$ cat src/rtl/instruction_fetch_if.sv
// Instruction-memory and issue handshake bundle for instruction_fetch.
interface instruction_fetch_if #(
    parameter int unsigned ADDR_W = 8,
    parameter int unsigned DATA_W = 10
);
    logic [ADDR_W-1:0] imem_addr;
    logic              imem_req;
    logic              imem_ack;
    logic [DATA_W-1:0] imem_rdata;
    logic [DATA_W-1:0] instruction;
    logic              instr_valid;
    logic              instr_ready;
    logic              load_PC;
    logic [ADDR_W-1:0] pc_value;

    modport master (
        output imem_addr, imem_req, instruction, instr_valid,
        input  imem_ack, imem_rdata, instr_ready, load_PC, pc_value
    );

    modport slave (
        input  imem_addr, imem_req, instruction, instr_valid,
        output imem_ack, imem_rdata, instr_ready, load_PC, pc_value
    );
endinterface

$ cat src/rtl/instruction_fetch.sv
// Fetch/issue sequencer: fetches one word at pc, holds it until consumed, then advances or jumps.
// Optional HALT opcode support is enabled by defining IFETCH_HALT_EN.
module instruction_fetch #(
    parameter int unsigned ADDR_W = 8,
    parameter int unsigned DATA_W = 10
) (
    input  logic                clk,
    input  logic                reset,
    instruction_fetch_if.master bus,
    output logic [ADDR_W-1:0]   pc,
    output logic                halted
);
    localparam int unsigned OP_W = 4;
    localparam logic [1:0] FETCH = 2'd0;
    localparam logic [1:0] ISSUE = 2'd1;
`ifdef IFETCH_HALT_EN
    localparam logic [1:0]      HALT    = 2'd2;
    localparam logic [OP_W-1:0] OP_HALT = 4'b1111;
`endif

    logic [1:0]        state_q, state_d;
    logic [ADDR_W-1:0] pc_d;
    logic [DATA_W-1:0] instr_q, instr_d;
    logic              valid_q, valid_d;

    // Next-state, next-pc and instruction capture
    always_comb begin
        state_d = state_q;
        pc_d    = pc;
        instr_d = instr_q;
        case (state_q)
            FETCH: begin
                if (bus.imem_ack) begin
                    instr_d = bus.imem_rdata;
                    state_d = ISSUE;
                end
            end
            ISSUE: begin
                if (bus.instr_ready) begin
                    state_d = FETCH;
                    if (bus.load_PC) pc_d = bus.pc_value;
                    else             pc_d = pc + ADDR_W'(1);
`ifdef IFETCH_HALT_EN
                    // A consumed HALT freezes pc and ignores any jump request
                    if (instr_q[DATA_W-1 -: OP_W] == OP_HALT) begin
                        state_d = HALT;
                        pc_d    = pc;
                    end
`endif
                end
            end
            default: begin
                state_d = state_q;
            end
        endcase
        valid_d = (state_d == ISSUE);
    end

    always_ff @(posedge clk) begin
        if (reset) begin
            state_q <= FETCH;
            pc      <= '0;
            instr_q <= '0;
            valid_q <= 1'b0;
        end else begin
            state_q <= state_d;
            pc      <= pc_d;
            instr_q <= instr_d;
            valid_q <= valid_d;
        end
    end

`ifdef IFETCH_HALT_EN
    logic halted_q;

    always_ff @(posedge clk) begin
        if (reset) halted_q <= 1'b0;
        else       halted_q <= (state_d == HALT);
    end

    assign halted = halted_q;
`else
    assign halted = 1'b0;
`endif

    // Request drops combinationally while reset is held
    assign bus.imem_req    = (state_q == FETCH) && !reset;
    assign bus.imem_addr   = pc;
    assign bus.instruction = instr_q;
    assign bus.instr_valid = valid_q;
endmodule

$ cat src/flat_wrapper.sv
// flat-port wrapper written by rule: the top's interface ports become plain ports
module instruction_fetch_flat 
#(
    parameter int unsigned ADDR_W = 8,
    parameter int unsigned DATA_W = 10
)
  (clk, reset, pc, halted, bus_imem_addr, bus_imem_req, bus_instruction, bus_instr_valid, bus_imem_ack, bus_imem_rdata, bus_instr_ready, bus_load_PC, bus_pc_value);
  instruction_fetch_if #(.ADDR_W(ADDR_W), .DATA_W(DATA_W)) bus_i ();
  input  logic clk;
  input  logic reset;
  output logic [ADDR_W-1:0] pc;
  output logic halted;
  output wire logic [$bits(bus_i.imem_addr)-1:0] bus_imem_addr;
  output wire logic [$bits(bus_i.imem_req)-1:0] bus_imem_req;
  output wire logic [$bits(bus_i.instruction)-1:0] bus_instruction;
  output wire logic [$bits(bus_i.instr_valid)-1:0] bus_instr_valid;
  input wire logic [$bits(bus_i.imem_ack)-1:0] bus_imem_ack;
  input wire logic [$bits(bus_i.imem_rdata)-1:0] bus_imem_rdata;
  input wire logic [$bits(bus_i.instr_ready)-1:0] bus_instr_ready;
  input wire logic [$bits(bus_i.load_PC)-1:0] bus_load_PC;
  input wire logic [$bits(bus_i.pc_value)-1:0] bus_pc_value;
  assign bus_imem_addr = bus_i.imem_addr;
  assign bus_imem_req = bus_i.imem_req;
  assign bus_instruction = bus_i.instruction;
  assign bus_instr_valid = bus_i.instr_valid;
  assign bus_i.imem_ack = bus_imem_ack;
  assign bus_i.imem_rdata = bus_imem_rdata;
  assign bus_i.instr_ready = bus_instr_ready;
  assign bus_i.load_PC = bus_load_PC;
  assign bus_i.pc_value = bus_pc_value;
  instruction_fetch #(.ADDR_W(ADDR_W), .DATA_W(DATA_W)) u_core (.clk(clk), .reset(reset), .bus(bus_i), .pc(pc), .halted(halted));
endmodule
$ cat config.mk
export PLATFORM = sky130hd
export DESIGN_NAME = instruction_fetch_flat
export DESIGN_NICKNAME = d
export VERILOG_FILES = /design/src/rtl/instruction_fetch_if.sv /design/src/rtl/instruction_fetch.sv /design/src/flat_wrapper.sv
export SDC_FILE = /design/constraint.sdc
export NUM_CORES = 1
export LEC_CHECK = 0
export ABC_AREA = 1
export CAP_MARGIN = 10
export CORE_ASPECT_RATIO = 1.1
export CORE_MARGIN = 1.5
export CORE_UTILIZATION = 40
export DETAILED_ROUTE_END_ITERATION = 10
export PLACE_DENSITY = 0.79
export SLEW_MARGIN = 20
export SYNTH_ARGS = -nofsm -noshare
export SYNTH_HDL_FRONTEND = slang
export SYNTH_SLANG_ARGS = --single-unit
export TNS_END_PERCENT = 30
$ cat constraint.sdc
create_clock -name clk -period 1.4 [get_ports clk]
set_input_delay 0.28 -clock clk [delete_from_list [all_inputs] [get_ports clk]]
set_output_delay 0.28 -clock clk [all_outputs]
set_load 0.005 [all_outputs]
Word level (Yosys, flattened, before mapping)
Index checks and enable logic that the tools add are counted.
{"block": "totals", "ff_bits": 21, "in_bits": 23, "out_inout_bits": 29, "wordCells": 16}
{"block": "classes", "addsub": 1, "n_eq_ne": 2, "muxes": 4, "reduce_logical": 5}
{"op": "adder 8 x 1 -> 8 bit (second input constant)", "count": 1}
{"op": "two-way mux 8 bit", "count": 1}
{"op": "== test 2 x 1 -> 1 bit (second input constant)", "count": 2}
{"op": "two-way mux 2 bit", "count": 2}
{"op": "one-hot mux 2 bit (2 select lines)", "count": 1}
{"op": "AND reduction 2 bit", "count": 2}
{"op": "zero test 2 bit", "count": 1}
{"op": "logical AND 1 bit", "count": 1}
{"op": "zero test 1 bit", "count": 1}

Logic depth before layout (Yosys ltp)
Gate-level depths: netlist of the first run.
{"block": "depth", "word_depth": 3, "ltp_mapped": 8, "ltp_nobuf": 8}

Worst setup path before layout of the first run
OpenSTA, ideal clock, no wires.
{"block": "synth_path", "kind": "reg-to-reg", "startpoint": "register u_core.pc[1] (netlist: u_core.bus.imem_addr[1])", "endpoint": "register u_core.pc[6] (netlist: u_core.bus.imem_addr[6])", "setup_time_ps": 114, "t_arrival_ps": 1070, "t_required_ps": 1286, "slack_ps": 216, "path_stages_with_launch": 9, "path_buffers": 0, "synth_period_minus_slack_ps": 1184, "cell_sequence": "dfxtp_1 -> ha_1 -> nand2_1 -> nor2_1 -> nand2_1 -> nand2_1 -> nand3_1 -> nand2_1 -> a21oi_2"}
{"block": "synth_between", "elab_chain_len": 2}
{"item": "from (decl)", "line_no": "instruction_fetch.sv:10", "source": "output logic [ADDR_W-1:0] pc,"}
{"item": "from (signal assigned)", "line_no": "instruction_fetch.sv:67", "source": "pc <= pc_d;"}
{"item": "adder 8 x 1 -> 8 bit", "line_no": "instruction_fetch.sv:42", "source": "else pc_d = pc + ADDR_W'(1);"}
{"item": "two-way mux 8 bit", "line_no": "instruction_fetch.sv:41", "source": "if (bus.load_PC) pc_d = bus.pc_value;"}
Every way passes these cells.
A chain may end at the register's enable or synchronous reset.

Worst setup path after layout of the first run
{"block": "layout_path", "startpoint": "register u_core.state_q[1]", "endpoint": "output bus_imem_req"}
{"block": "layout_between", "elab_chain_len": 2}
{"item": "from (decl)", "line_no": "instruction_fetch.sv:21", "source": "logic [1:0] state_q, state_d;"}
{"item": "from (signal assigned)", "line_no": "instruction_fetch.sv:66", "source": "state_q <= state_d;"}
{"item": "zero test 2 bit", "line_no": "instruction_fetch.sv:87", "source": "assign bus.imem_req = (state_q == FETCH) && !reset;"}
{"item": "logical AND 1 bit", "line_no": "instruction_fetch.sv:87"}
{"item": "to (decl)", "line_no": "flat_wrapper.sv:14", "source": "output wire logic [$bits(bus_i.imem_req)-1:0] bus_imem_req;"}
Every way passes these cells.

==> metrics.txt, run 1 <==
status=finished, final reports clean; Die Span X=between 50 and 60 um; Placed Cells=224; Max FO, Critical Path=4; Internal=0.000923 W; hold_ws=427 ps; critical path buffer and inverter count=1; initial antenna violation count=0; hold path depth=3; Slowest-stage cell, CP=dfxtp_1; total gr overflow=0; Syn Inst Count=147; multi-input logic area=514 um2; first-pass GRT wire length=4780 um; clk_lat worst skew=just under 300 ps; vias per cell=4.95; DR vias=between 1000 and 1500; final worst path period share=0.956; clk root buf=clkbuf_4; number of diodes=0; P_leak=0.798 nW; share of cells above drive strength 1=0.271; Pins Over Slew Limit=0; Placed Area=1590 um2; crit-path cells=nor3_2, clkdlybuf4s15_1; MaxCap Viol Count=0; Syn Nets=approximately 170; Reg-to-Reg Start=u_core.bus.imem_addr[0]; Yosys reg bits=21; hold endpoint=u_core.bus.imem_addr[6]; DR WL/cell=12.7 um; CTS sink cnt=21; final instance area=1680 um2; CTS tree=yes; reg2reg path depth=9; Nets=228; Main synth FF type=dfxtp_1; Mapped Area=around 1100 um2; count of cell types in the netlist=24; Max IR drop VDD=roughly 0.52 mV; Synth async-reset ratio=0; DP HPWL=2140 um; CTS buffer count=3; critical path class=reg -> out; Starting Density=0.423; beginning of the worst hold path=reset; crit path time final=between 1000 and 1500 ps; r2r endpoint=u_core.bus.imem_addr[6]; routability cong.=between 0.7 and 0.8; max incr delay on CP=360 ps; sw frac=0.266; Tot Pwr=approximately 0.0013 W; storage element area=452 um2; DRC viols=0; Rows=19; vias in the first global route=approximately 1200; Flop pwr share=0.526; Clk pwr share=0.227; Setup Skew=about 1.1 ps; die area=between 2000 and 3000 um2; count of final setup violators=0; logic gate share of total power=0.247; P_sw=0.000335 W; Post-Layout Cell Count=234; FF-to-FF setup slack=80 ps; Required @ worst endpoint=1120 ps; H-tree Lvls=1; CTS clock-pin slew for the worst setup and hold paths=110 ps; Filler Cells Inserted=244; worst min path class=in -> reg; commonest cells after routing, fill and taps aside=34 x nor2_1, 26 x dlygate4sd2_1, 21 x nand2_1, 21 x clkdlybuf4s50_1, 16 x dfxtp_2; CTS hold repair buffers=0; antenna viol nets, final=0; pwr dens=~750 nW/um2; core area=~2500 um2; Routed Wire Length=~3000 um; sequential area share after synthesis=0.394; RSZ-0062 raised after global routing=true; fmax=roughly 0.75 GHz; Arrival @ worst endpoint=between 1000 and 1500 ps; most common cell after layout, fill and taps aside=nor2_1; Mean Syn Cell Area=between 7 and 8 um2; CP endpoint kind=output pin; Top Ports=52; EDFF count, synth=0; count of final hold-check violations=0; Top Family by Delay on Critical Path=flip-flops; die height=57.1 um; Tot GR Track Use=0.205; CTS Buffer Depth=2; # port buffers=50; Pre-antenna DRT Iters=4; First DRT Iteration DRCs=32; setup TNS=0 ps; Yosys warnings=0; area growth from synthesis to layout=57.3%; pin count of the biggest net entering global routing=13; Worst setup SP type=flip-flop
-- cell usage after synthesis, types with 2 or more instances --
| master | count | area share |
|---|---|---|
| inv_2 | 2 | 0.0070 |
| buf_4 | 10 | 0.070 |
| a21oi_2 | 5 | 0.041 |
| inv_1 | 8 | 0.028 |
| nand2_1 | 22 | 0.077 |
| dfxtp_1 | 21 | 0.39 |
| o21ai_0 | 14 | 0.066 |
| nand3_1 | 7 | 0.033 |
| nor2_2 | 3 | 0.018 |
| nor2_1 | 35 | 0.12 |
| a21oi_1 | 6 | 0.028 |
| buf_6 | 2 | 0.021 |
-- cell families after synthesis --
family	synth area share
and+or+nand+nor	0.285
AOI/OAI and AO/OA	0.170
buffers and inverters	0.135
DFF	0.394
adders and majority gates	0.0117
other	0.00352
-- power groups by stage --
stage	registers [W]	clock network (W)	logic, W
after floorplan	0.000682	0	0.000131
after global placement	0.000674	0	0.000311
after detailed placement	0.000677	0	0.000320
after CTS	0.000661	0.000287	0.000307
after global routing	0.000667	0.000325	0.000341
final	0.000662	0.000286	0.000310
-- cell type report --
| cell class | instances | area share |
|---|---|---|
| Timing Repair Buffer | 66 | 0.361 |
| Multi-Input combinational cell | 102 | 0.307 |
| Sequential cell | 21 | 0.269 |
| Inverter | 10 | 0.0239 |
| Tap cell | 31 | 0.0231 |
| Clock buffer | 4 | 0.0157 |
-- worst max-delay path by stage --
stage                             from                 endpoint  slack [ps]  depth (start not counted)
2_1_floorplan  u_core.bus.imem_addr[1]  u_core.bus.imem_addr[6]         220                          8
3_3_place_gp                     reset             bus_imem_req        -300                          3
3_5_place_dp                     reset             bus_imem_req        -310                          3
4_1_cts                          reset             bus_imem_req         -10                          3
5_1_grt        u_core.bus.imem_addr[0]  u_core.bus.imem_addr[6]          -9                          9
6_report             u_core.state_q[1]             bus_imem_req          60                          2
-- registers in the layout, indices dropped and copies added (netlist names) --
register / flops
u_core.bus.instruction: 10
u_core.state_q: 2
u_core.bus.instr_valid: 1
u_core.bus.imem_addr: 8
-- worst register-to-register path, cell delays in order (launching register included) --
cell	delay, ps
dfxtp_4	380
buf_4	120
ha_2	200
nand2_1	90
nor2_2	140
nand2_1	70
nand2_1	60
nand3_1	60
nand2_1	80
a21oi_2	50
-- layer usage --
layer	part of all wire	vias to the layer above	routed length (um)	global-route usage
met4	0.0084	0	25	0.0403
met3	0.055	2	163	0.0288
met2	0.53	39	1570	0.418
met1	0.40	542	1200	0.214
met5	0	-	0	0
li1	-	575	-	-
-- per-stage QoR --
stage | setup WS (ps) | util
final | 61.9 | 0.665
after global routing | -8.62 | 0.665
after CTS | -14.7 | 0.657
after detailed placement | -312 | 0.630
after global placement | -300 | 0.630
after floorplan | 216 | -
-- repair_timing --
action | in CTS | in global routing
buffers inserted | 6 | 0
endpoints found under the setup margin | 27 | 7
resized for setup | 49 | 9
(Power assumes the default switching activity.)
==> run 2, diff against run 1 <==
--- a/config.mk
+++ b/config.mk
@@ -12,8 +12,9 @@
 export CORE_UTILIZATION = 40
 export DETAILED_ROUTE_END_ITERATION = 10
 export PLACE_DENSITY = 0.79
+export RECOVER_POWER = 25
 export SLEW_MARGIN = 20
 export SYNTH_ARGS = -nofsm -noshare
 export SYNTH_HDL_FRONTEND = slang
 export SYNTH_SLANG_ARGS = --single-unit
-export TNS_END_PERCENT = 30
+export TNS_END_PERCENT = 1
==> metrics.txt, run 2 (synthesis gave the netlist of run 1 again) <==
vias in the first global route=1173 (-1.9%); worst min path class=in -> reg; Worst setup SP type=flip-flop; fmax=0.739 GHz (-1.1%); DRC viols=0 (unchanged); MaxCap Viol Count=0 (unchanged); CTS sink cnt=21 (unchanged); max reg flops=10 (unchanged); r2r endpoint=u_core.bus.imem_addr[6]; pre-CTS worst setup slack=-312 ps (unchanged); commonest cells after routing, fill and taps aside=34 x nor2_1, 26 x dlygate4sd2_1, 21 x nand2_1, 21 x clkdlybuf4s50_1, 14 x buf_4; CTS tree=yes; Pins Over Slew Limit=0 (unchanged); multi-input logic area=507 um2 (-1.5%); storage element area=442 um2 (-2.2%); # port buffers=50 (unchanged); final worst path period share=0.966 (+0.0103); Tot Pwr=0.00125 W (-0.63%); Setup Skew=2.17 ps (+1.11 ps); count of final hold-check violations=0 (unchanged); vias per cell=4.93 (-0.35%); most common cell after layout, fill and taps aside=nor2_1; Nets=227 (-0.44%); crit path time final=1350 ps (+14.4 ps); CP endpoint kind=flip-flop; clk root buf=clkbuf_4; reg2reg path depth=9 (unchanged); Pre-antenna DRT Iters=4 (unchanged); Filler Cells Inserted=252 (+3.3%); Rows=19 (unchanged); FF-to-FF setup slack=50 ps (-30 ps); DR vias=1149 (-0.78%); die height=57.1 um (unchanged); Max IR drop VDD=0.518 mV (-0.50%); antenna viol nets, final=0 (unchanged); Required @ worst endpoint=1600 ps (+480 ps); Routed Wire Length=2940 um (-0.71%); Final WS setup=47.5 ps (-14.4 ps); DP HPWL=2140 um (unchanged); Placed Cells=224 (unchanged); First DRT Iteration DRCs=22 (-31%); Reg-to-Reg Start=u_core.bus.imem_addr[0]; Top Ports=52 (unchanged); first-pass GRT wire length=4660 um (-2.4%); count of final setup violators=0 (unchanged); H-tree Lvls=1 (unchanged); Arrival @ worst endpoint=1550 ps (+490 ps); CTS Buffer Depth=2 (unchanged); clk_lat worst skew=290 ps (about the same); CP Launch Point=u_core.bus.imem_addr[0]; Starting Density=0.423 (unchanged); die area=2980 um2 (unchanged); Tot GR Track Use=0.200 (-0.00483); routability cong.=0.791 (unchanged); number of diodes=0 (unchanged); DR WL/cell=12.6 um (-0.28%); critical path class=reg -> reg; core area=2520 um2 (unchanged); Die Span X=52.2 um (unchanged); CTS clock-pin slew for the worst setup and hold paths=110 ps (about the same); RSZ-0062 raised after global routing=true; total gr overflow=0 (unchanged); P_leak=0.774 nW (-2.9%); area growth from synthesis to layout=54.7%; pin count of the biggest net entering global routing=13 (unchanged); Post-Layout Cell Count=233 (-0.43%); setup TNS=0 ps (unchanged); CTS buffer count=3 (unchanged); pwr dens=758 nW/um2 (+1.0%); share of cells above drive strength 1=0.228 (-0.0432); status=finished, final reports clean; Max FO, Critical Path=4 (unchanged); Worst setup endpoint=u_core.bus.imem_addr[6]; initial antenna violation count=0 (unchanged)
## run 2: through the flow
stage	utilization	area, um2	hold slack (ps)
global placement	0.630	1590	464
global route	0.654	1650	430
floorplan	-	1070	443
CTS	0.654	1650	486
detailed placement	0.630	1590	476
finish	0.654	1650	433
## run 2: worst min-delay path by stage
stage | start | end | slack, ps | depth (start not counted)
floorplan | bus_imem_rdata[0] | u_core.bus.instruction[0] | 440 | 2
detailed placement | u_core.bus.instruction[2] | u_core.bus.instruction[2] | 480 | 2
global route | reset | u_core.bus.imem_addr[6] | 430 | 3
finish | reset | u_core.bus.imem_addr[6] | 430 | 3
CTS | u_core.bus.instruction[2] | u_core.bus.instruction[2] | 490 | 2
global placement | u_core.bus.instruction[0] | u_core.bus.instruction[0] | 460 | 2
## run 2: repair_timing
action | CTS | global route
hold buffers | 0 | 0
setup buffers | 5 | 0
setup endpoints to repair | 27 | 7
resized for setup | 49 | 9
pin swaps | 0 | 0
## run 2: layout make-up
class,instances,share of cell area
inverter,10,0.0243
multi-input combinational,102,0.307
sequential,21,0.268
tap,31,0.0235
clock buffer,4,0.0159
timing repair buffer,65,0.361
## run 2: layer usage
layer	routed length (um)	up-vias	GRT usage	share of wire
li1	-	570	-	-
met3	169	2	0.0262	0.057
met5	0	-	0	0
met4	25	0	0.0366	0.0085
met1	1200	532	0.212	0.41
met2	1550	45	0.407	0.53
## run 2: worst max-delay path: stages (launching register included)
cell	delay, ps
dfxtp_4	380
buf_4	120
ha_2	200
nand2_1	100
nor2_2	150
nand2_1	70
nand2_1	60
nand3_1	60
nand2_1	80
a21oi_2	50
## run 2: power by group
group	total, W	internal [W]	switching (W)
combinational	0.000305	0.000170	0.000136
clock	0.000287	0.000111	0.000176
sequential	0.000659	0.000637	0.0000220
total	0.00125	0.000917	0.000333
==> run 3, diff against run 2 <==
--- a/config.mk
+++ b/config.mk
@@ -8,11 +8,11 @@
 export ABC_AREA = 1
 export CAP_MARGIN = 10
 export CORE_ASPECT_RATIO = 1.1
-export CORE_MARGIN = 1.5
-export CORE_UTILIZATION = 40
+export CORE_UTILIZATION = 43
 export DETAILED_ROUTE_END_ITERATION = 10
-export PLACE_DENSITY = 0.79
+export PLACE_DENSITY = 0.84
 export RECOVER_POWER = 25
+export REMOVE_ABC_BUFFERS = 1
 export SLEW_MARGIN = 20
 export SYNTH_ARGS = -nofsm -noshare
 export SYNTH_HDL_FRONTEND = slang
==> constraint.sdc (replaced) <==
create_clock -name clk -period 1.6 [get_ports clk]
set_input_delay 0.32 -clock clk [delete_from_list [all_inputs] [get_ports clk]]
set_output_delay 0.32 -clock clk [all_outputs]
set_load 0.005 [all_outputs]
==> metrics.txt, run 3 (synthesis gave the netlist of run 1 again) <==
Max IR drop VDD=0.489 mV (-5.6%); area growth from synthesis to layout=45.3%; worst min path class=reg -> reg; Setup Fix Bufs, Post-CTS=0 (-5); Top Ports=52 (unchanged); Starting Density=0.464 (+0.0410); crit path time final=1540 ps; max reg flops=10 (unchanged); final instance area=1550 um2 (-6.1%); Placed Cells=215 (-4.0%); crit-path cells=clkdlybuf4s50_1; core area=2300 um2 (-8.8%); beginning of the worst hold path=u_core.bus.instruction[7]; commonest cells after routing, fill and taps aside=48 x clkdlybuf4s50_1, 35 x nor2_1, 22 x nand2_1; clk root buf=clkbuf_4; max incr delay on CP=530 ps (+150 ps); first-pass GRT wire length=4300 um (-7.8%); DRC viols=0 (unchanged); DR WL/cell=11.7 um (-7.3%); count of final hold-check violations=0 (unchanged); Tot Pwr=0.00108 W (-13%); Slowest-stage cell, CP=clkdlybuf4s50_1; CP Launch Point=u_core.bus.imem_addr[0]; Reg-to-Reg Start=u_core.state_q[0]; final core occ=0.674 (+0.0199); CTS sink cnt=21 (unchanged); Nets=214 (-5.7%); met2 Use GR=0.416 (+0.00865); fmax=0.649 GHz; CP endpoint kind=output pin; First DRT Iteration DRCs=10 (-55%); Setup Skew=4.51 ps (+2.35 ps); multi-input logic area=503 um2 (-0.74%); MaxCap Viol Count=0 (unchanged); CTS tree=yes; number of diodes=0 (unchanged); status=finished, final reports clean; vias in the first global route=1037 (-12%); Post-Layout Cell Count=219 (-6.0%); Filler Cells Inserted=207 (-18%); Arrival @ worst endpoint=1220 ps (-330 ps); Rows=18 (-1); CTS Buffer Depth=2 (unchanged); Required @ worst endpoint=1280 ps (-320 ps); final worst path period share=0.963; GR peak layer=met2; P_leak=0.592 nW (-24%); count of final setup violators=0 (unchanged); share of cells above drive strength 1=0.132 (-0.0954); die height=54.2 um (-5.1%); Top Family by Delay on Critical Path=buffers and inverters; Die Span X=49.5 um (-5.3%); hold_ws=495 ps (+62.3 ps); routability cong.=0.815 (+3.1%); CTS clock-pin slew for the worst setup and hold paths=110 ps (about the same); critical path buffer and inverter count=1 (unchanged); CTS buffer count=3 (unchanged); clk_lat worst skew=290 ps (about the same); pin count of the biggest net entering global routing=16 (+3); RSZ-0062 raised after global routing=false; H-tree Lvls=1 (unchanged); DR vias=1067 (-7.1%); total gr overflow=0 (unchanged); storage element area=430 um2 (-2.5%); met3 Usage GRT=0.0417 (+0.0155); Tot GR Track Use=0.209 (+0.00947); Pre-antenna DRT Iters=4 (unchanged); # port buffers=50 (unchanged); pwr dens=700 nW/um2 (-7.7%); critical path class=reg -> out; most common cell after layout, fill and taps aside=clkdlybuf4s50_1; M1 GR Usage=0.228 (+0.0162); Max FO, Critical Path=6 (+2); die area=2680 um2 (-10%); initial antenna violation count=0 (unchanged); antenna viol nets, final=0 (unchanged); vias per cell=4.87 (-1.2%); Worst setup SP type=flip-flop; Routed Wire Length=2560 um (-13%); Pins Over Slew Limit=0 (unchanged); DP HPWL=1880 um (-12%); Placed Area=1510 um2 (-4.7%)
## run 3: cell types whose count changed in the layout (fill, tap and decap cells not counted), sizes merged
cell	before	now
clkdlybuf4s50	21	48
dlygate4sd2	26	1
buf	15	2
clkdlybuf4s15	1	0
clkdlybuf4s25	1	0
dlygate4sd3	0	1
dlymetal6s2s	1	0
## run 3: cell type report
cell class,count,share of cell area
flip-flops and latches,21,0.278
multi-input cells,102,0.325
clock buffers,4,0.0170
repair buffers,52,0.332
inverters,10,0.0242
well taps,30,0.0242
## run 3: metal layers
metal,share of wire,vias to the layer above
met2,0.51,45
met3,0.067,0
met1,0.42,475
li1,-,547
met4,0,0
met5,0,-
## run 3: final timing paths
check | slack [ps] | cells after the start | endpoint
max | 60 | 1 | bus_imem_addr[0]
max reg2reg | 270 | 5 | u_core.bus.instruction[1]
min reg2reg | 500 | 2 | u_core.bus.instruction[7]
min | 500 | 2 | u_core.bus.instruction[7]
## run 3: where the power goes
part	switching, W	total (W)	leakage (nW)	internal [W]
clock	0.000147	0.000244	0.0150	0.0000969
combinational	0.000100	0.000253	0.401	0.000153
sequential	0.0000287	0.000588	0.176	0.000559
total	0.000276	0.00108	0.592	0.000809
## run 3: stage by stage
step	worst slack (ps)	TNS, ps
after detailed placement	-205	-205
after global placement	-199	-199
after global routing	4.50	0
after floorplan	390	0
after CTS	17.1	0
final	60.0	0
## run 3: worst min-delay path, delay by kind of cell, from the launching register on
kind / cells / cell delay, ps
flops: 1 / 320
simple gates: 2 / 140
## run 3: repair_timing
action | CTS | global route
setup endpoints to repair | 11 | 6
gates resized for setup | 7 | 3
hold buffers | 0 | 0
